$ cat config.mk
export PLATFORM = sky130hd
export DESIGN_NAME = prog_sequencer
export DESIGN_NICKNAME = d
export VERILOG_FILES = /design/src/rtl/prog_sequencer.sv
export SDC_FILE = /design/constraint.sdc
export NUM_CORES = 1
export LEC_CHECK = 0
export ABC_AREA = 1
export CORE_ASPECT_RATIO = 0.6
export CORE_UTILIZATION = 43
export CTS_CLUSTER_DIAMETER = 150
export CTS_CLUSTER_SIZE = 10
export DETAILED_ROUTE_END_ITERATION = 8
export SYNTH_ARGS = -nofsm -noshare
export SYNTH_HDL_FRONTEND = slang
export SYNTH_SLANG_ARGS = --single-unit
$ cat constraint.sdc
create_clock -name clk_i -period 2.2 [get_ports clk_i]
set_clock_uncertainty 0.05 [all_clocks]
set_input_delay 0.66 -clock clk_i [delete_from_list [all_inputs] [get_ports clk_i]]
set_output_delay 0.66 -clock clk_i [all_outputs]
set_load 0.01 [all_outputs]
$ cat src/rtl/prog_sequencer.sv
// Program-flow sequencer: owns the PC, the 16-entry jump-target LUT and the run/stall/halt FSM.
// PC updates with 1-cycle latency; memory ops hold the PC for MEM_LAT extra cycles and retire on the last one.
module prog_sequencer #(
  parameter int PC_W     = 10,
  parameter int START_PC = 0,
  parameter int MEM_LAT  = 1
) (
  input  logic            clk_i,
  input  logic            reset_i,
  input  logic            start_i,
  input  logic            pc_jmp_en_i,
  input  logic [3:0]      lut_ptr_i,
  input  logic            mem_access_i,
  input  logic            halt_instr_i,
  input  logic            lut_wr_en_i,
  input  logic [3:0]      lut_wr_addr_i,
  input  logic [PC_W-1:0] lut_wr_data_i,
  output logic [PC_W-1:0] pc_o,
  output logic            retire_o,
  output logic            stall_o,
  output logic            busy_o,
  output logic            done_o,
  output logic [15:0]     cycle_count_o
);

  localparam int               CNT_W     = (MEM_LAT > 0) ? $clog2(MEM_LAT + 1) : 1;
  localparam logic [CNT_W-1:0] CNT_LOAD  = CNT_W'(MEM_LAT);
  localparam logic [CNT_W-1:0] CNT_LAST  = CNT_W'(1);
  localparam logic [PC_W-1:0]  PC_START  = PC_W'(START_PC);
  localparam logic [PC_W-1:0]  PC_ONE    = PC_W'(1);
  localparam bit               HAS_STALL = (MEM_LAT > 0);

  typedef enum logic [1:0] {
    S_IDLE,
    S_RUN,
    S_STALL,
    S_DONE
  } state_e;

  state_e           state_q, state_d;
  logic [PC_W-1:0]  pc_q, pc_d;
  logic [CNT_W-1:0] cnt_q, cnt_d;
  logic [15:0]      cyc_q, cyc_d;
  logic [PC_W-1:0]  lut_q [16];
  logic             lut_we;
  logic             retire;

  always_ff @(posedge clk_i) begin
    if (reset_i) begin
      state_q <= S_IDLE;
      pc_q    <= '0;
      cnt_q   <= '0;
      cyc_q   <= '0;
    end else begin
      state_q <= state_d;
      pc_q    <= pc_d;
      cnt_q   <= cnt_d;
      cyc_q   <= cyc_d;
    end
  end

  // The LUT is only written from IDLE; reads see the registered contents only.
  always_ff @(posedge clk_i) begin
    if (reset_i) begin
      for (int k = 0; k < 16; k++) begin
        lut_q[k] <= '0;
      end
    end else if (lut_we) begin
      lut_q[lut_wr_addr_i] <= lut_wr_data_i;
    end
  end

  always_comb begin
    state_d = state_q;
    pc_d    = pc_q;
    cnt_d   = cnt_q;
    cyc_d   = cyc_q;
    lut_we  = 1'b0;
    retire  = 1'b0;

    // Every RUN/STALL cycle is counted, saturating at all-ones.
    if ((state_q == S_RUN || state_q == S_STALL) && cyc_q != 16'hFFFF) begin
      cyc_d = cyc_q + 16'd1;
    end

    case (state_q)
      S_IDLE: begin
        lut_we = lut_wr_en_i;
        if (start_i) begin
          state_d = S_RUN;
          pc_d    = PC_START;
          cyc_d   = '0;
        end
      end
      S_RUN: begin
        if (halt_instr_i) begin
          retire  = 1'b1;
          state_d = S_DONE;
        end else if (HAS_STALL && mem_access_i) begin
          cnt_d   = CNT_LOAD;
          state_d = S_STALL;
        end else if (pc_jmp_en_i) begin
          retire = 1'b1;
          pc_d   = lut_q[lut_ptr_i];
        end else begin
          retire = 1'b1;
          pc_d   = pc_q + PC_ONE;
        end
      end
      S_STALL: begin
        cnt_d = cnt_q - CNT_LAST;
        if (cnt_q == CNT_LAST) begin
          retire  = 1'b1;
          pc_d    = pc_q + PC_ONE;
          state_d = S_RUN;
        end
      end
      S_DONE: begin
        // A new run needs start to drop first, so a held start parks here.
        if (!start_i) begin
          state_d = S_IDLE;
        end
      end
      default: begin
        state_d = S_IDLE;
      end
    endcase
  end

  assign pc_o          = pc_q;
  assign retire_o      = retire;
  assign stall_o       = (state_q == S_STALL);
  assign busy_o        = (state_q == S_RUN) || (state_q == S_STALL);
  assign done_o        = (state_q == S_DONE);
  assign cycle_count_o = cyc_q;

endmodule

# After elaboration in Yosys (flattened, before gate mapping)
# Memory sizes are Yosys's and may differ from the RTL's.
# Cells that the tools add are included.
[op_classes]
reduce_logical = 9
addsub = 3
n_mux = 31
n_eq_ne = 11
[ops]
columns = ["op", "count"]
rows = [
  ["10-bit 2-to-1 mux", 6],
  ["16-bit 2-to-1 mux", 3],
  ["10-bit case mux with 3 select lines", 1],
  ["16-bit by 1-bit adder with 16-bit output, second input constant", 1],
  ["16-bit inequality test, second input constant", 1],
  ["1-bit 2-to-1 mux", 12],
  ["10-bit by 1-bit adder with 10-bit output, second input constant", 1],
  ["2-bit 2-to-1 mux", 5],
  ["2-bit inequality test, second input constant", 5],
  ["10-bit OR reduction", 1],
  ["2-bit case mux with 4 select lines", 1],
  ["5-bit AND reduction", 1],
  ["2-bit equality test, second input constant", 2],
  ["4-bit 2-to-1 mux", 1],
  ["1-bit case mux with 2 select lines", 2],
  ["4-bit AND reduction", 1],
  ["3-bit inequality test, second input constant", 1],
  ["3-bit AND reduction", 1],
  ["3-bit nonzero test", 1],
  ["2-bit by 1-bit equality test with 1-bit output, second input constant", 1],
  ["2-bit zero test", 1],
  ["2-bit by 1-bit inequality test with 1-bit output, second input constant", 1],
  ["2-bit nonzero test", 1],
  ["1-bit logical AND", 1],
  ["2 further kinds", 2],
]
[totals]
n_memories = 1
out_inout_bits = 30
ram_bits = 160
wordCells = 59
reg_bits = 29
[mem_list]
columns = ["memory", "words", "word_bits", "rd", "rd_clocked_by_memory_dff", "write_ports", "line_no", "source"]
rows = [
  ["lut_q", 16, 10, 1, 0, 16, "44", "logic [PC_W-1:0] lut_q [16];"],
]

# Longest topological paths before layout
[depth]
word_depth = 7
ltp_mapped = 12
depth_no_buf = 12

# Worst setup path after synthesis
# Ideal clock, no wire load.
[synth_path]
path_kind = "in2reg"
start = "input port reset_i"
end = "memory lut_q[0][0], enable pin"
n_path_buf = 1
t_required_ps = 1810
slack_ps = 125
stages = 6
setup_ps = 340
t_arrival_ps = 1685
path_cell_list = "inv_1 > nand3_1 > nor3_1 > nand2_1 > clkbuf_1 > nand2_1"
[synth_rtl]
columns = ["element", "line_no", "source"]
rows = [
  ["start: declaration", "9", "input logic reset_i,"],
  ["end: declaration", "44", ""],
]

# Worst setup path after layout
[layout_path]
start = "register pc_q[6] (netlist: pc_o[6])"
end = "output port pc_o[6]"
[layout_rtl]
columns = ["element", "line_no", "source"]
rows = [
  ["start: declaration", "41", "logic [PC_W-1:0] pc_q, pc_d;"],
  ["start signal: assignment", "56", "pc_q <= pc_d;"],
  ["end: declaration", "18", "output logic [PC_W-1:0] pc_o,"],
]
# No word-level cell between the ends.

==> out/qor.txt <==
Syn Std Cell Area: 9240 um2
row count: 41
post-route ant nets: 0
Rel. slew slack: 0.715
CTS buffer count: 17
outcome: finished with violations
detailed placement HPWL: 17,700 um
IO Port Bufs: 54
CP startpoint kind: register
Starting Density: 0.439
clock root cell: clkbuf_16
Routability Congestion: 0.907
Crit-path slowest cell: clkdlybuf4s50_1
first-pass GRT wire length: 38,900 um
pre-CTS setup slack: -547 ps
P&R area growth vs syn: 23.6%
fmax: 0.465 GHz
Syn Area/Cell: 8.49 um2
detailed-route DRC error count: 4
syn nets: 1,120
Hold Violations, Final: 0
failing checks: design-rule violations
die area: 22,100 um2
WL final: 25,500 um
Max VDD drop: 588 uV
final worst slack: 48.8 ps
die width: 191 um
Final Setup Violations: 0
number of global-route vias before repair: 6,689
DR vias: 7,507
post-synthesis instance total: 1,088
I/O pin count: 55
worst hold path type: register to register
Worst setup EP type: primary output
Hold Buf Count CTS: 0
measured slew at the worst slew-check pin: 428 ps
Worst-Skew Late Latency: 440 ps
initial antenna violation count: 0
RSZ-0062 raised after global routing: false
drt pass-1 iters: 7
crit-path cells: clkdlybuf4s50_1
initial DRC count: 906
final period utilization: 0.978
MaxCap Viol Count: 0
Worst EP arrival: 1440 ps
critical path's top delay family: buffers and inverters
crit path kind: register to primary output
diode count: 0
Fillers: 1,949
pin count of the biggest net entering global routing: 65
core area: 21,000 um2
Yosys cell types: 30
die span in y: 116 um
Nets: 1,218
wire per inst: 17.3 um
Clock Path Buffers: 2
H-tree depth: 4
CTS clock-pin slew for the worst setup and hold paths: 70 ps
clk sinks: 189
CTS tree: done
Buffers & Inverters on Critical Path: 1
crit-path max cell delay: 580 ps
LEAKAGE: 4.83 nW
min cycle time layout: 2150 ps
largest fanout on the critical path: 6
Slew Viols, Final: 0
share of cells above drive strength 1: 0.127
Remaining Overflow, GRT: 0
CP Data Required Time: 1490 ps
sequential element share of the synthesized area: 0.583
Pwr Density: 780 nW/um2
All-Layer GR Usage: 0.242
Placed Cells: 1,445
synthesized flop and latch total: 189
YS warnings: 0
non-filler instance count after layout: 1,478
vias per cell: 5.08
[cell usage in the layout (no fill, tap or decap), types with 2 or more instances in the layout]
master and instances:
clkdlybuf4s50_1 47, nor2_2 2, nand4_1 4, o21ai_1 2
ha_2 2, inv_6 4, buf_12 26, ha_1 4
dlygate4sd2_1 2, inv_1 94, nand2_2 2, clkinv_4 5
buf_2 2, clkinvlp_4 3, inv_2 5, edfxtp_1 160
xor2_1 5, o21ai_0 24, dlymetal6s2s_1 2, inv_8 2
o211ai_1 4, dfxtp_1 19, nand2_1 308, buf_4 63
clkbuf_16 17, dfxtp_2 9, nand3_1 130, a31oi_1 3
a21oi_1 25, nor2_1 201, nor3_1 8
[metal layers]
metal	up-vias	track usage	share of wire
met2	283	0.323	0.39
met3	24	0.0627	0.093
met5	-	0	0
met1	3492	0.383	0.50
met4	0	0.0556	0.012
li1	3708	-	-
[sequential cells by signal (all words and copies together) (netlist names)]
register       flops
state_q            2
pc_o              10
cnt_q              1
cycle_count_o     16
lut_q            160
[power breakdown]
part	internal, mW	switching (mW)	leakage, nW
registers	4.06	0.0944	1.89
clock network	1.60	1.48	0.275
logic	0.670	1.01	2.66
[through the flow]
| step | utilization | TNS (ps) | hold slack [ps] | instance area, um2 | power [mW] |
|---|---|---|---|---|---|
| 6_report | 0.543 | 0 | 444 | 11400 | 8.91 |
| 3_5_place_dp | 0.513 | -48780 | 432 | 10800 | 5.85 |
| 4_1_cts | 0.542 | -201 | 444 | 11400 | 8.91 |
| 5_1_grt | 0.543 | 0 | 463 | 11400 | 9.27 |
| 3_3_place_gp | 0.513 | -51170 | 427 | 10800 | 5.83 |
| 2_1_floorplan | - | 0 | 404 | 9240 | 5.10 |
[synthesized netlist by cell type]
cell / n / area (um2)
nor2_2: 2 / 12.5
inv_2: 4 / 15.0
o211ai_1: 4 / 30.0
buf_6: 4 / 45.0
nand2_2: 2 / 12.5
buf_4: 8 / 60.1
clkinv_1: 1 / 3.75
nand4_1: 4 / 25.0
buf_2: 17 / 85.1
dfxtp_1: 29 / 581
or2_2: 1 / 6.26
o31ai_1: 1 / 7.51
ha_1: 7 / 87.6
edfxtp_1: 160 / 4800
nand2_1: 308 / 1160
nand3_1: 130 / 651
nor3_2: 1 / 10.0
o21ai_0: 25 / 125
nand3b_1: 1 / 7.51
a21oi_1: 25 / 125
clkbuf_1: 36 / 135
or2_1: 1 / 6.26
o21ai_1: 2 / 10.0
xnor2_1: 1 / 8.76
xor2_1: 5 / 43.8
nor2_4: 1 / 11.3
nor2_1: 201 / 754
nor3_1: 8 / 40.0
a31oi_1: 3 / 18.8
inv_1: 96 / 360
[final timing paths]
| check | from | end | slack [ps] | depth (start not counted) |
|---|---|---|---|---|
| max | pc_o[6] | pc_o[6] | 50 | 1 |
| min | cycle_count_o[11] | cycle_count_o[11] | 440 | 2 |
| max reg2reg | state_q[1] | pc_o[5] | 320 | 10 |
| min reg2reg | cycle_count_o[11] | cycle_count_o[11] | 440 | 2 |
[cell type report]
cell class | count | area [um2] | area share
flip-flops and latches | 189 | 5400 | 0.473
clock buffers | 17 | 425 | 0.0373
inverters | 101 | 382 | 0.0334
repair buffers | 144 | 1540 | 0.135
clock inverters | 15 | 154 | 0.0135
well taps | 279 | 349 | 0.0306
multi-input cells | 733 | 3170 | 0.278
[cells by family (layout without fill, tap and decap cells)]
group	Yosys count	after routing	synth area share
AOI/OAI and AO/OA	60	60	0.0343
xor gates and xnor gates	6	6	0.00569
adders and majority gates	7	7	0.00948
buffers and inverters	166	277	0.0762
DFF	189	189	0.583
and+or+nand+nor	660	660	0.291
[what timing repair did]
item | CTS | global route
gates resized for setup | 17 | 14
buffers inserted | 0 | 1
pin swaps | 0 | 2
endpoints found under the setup margin | 6 | 10
No activity file was read; power rests on OpenSTA's default activity.
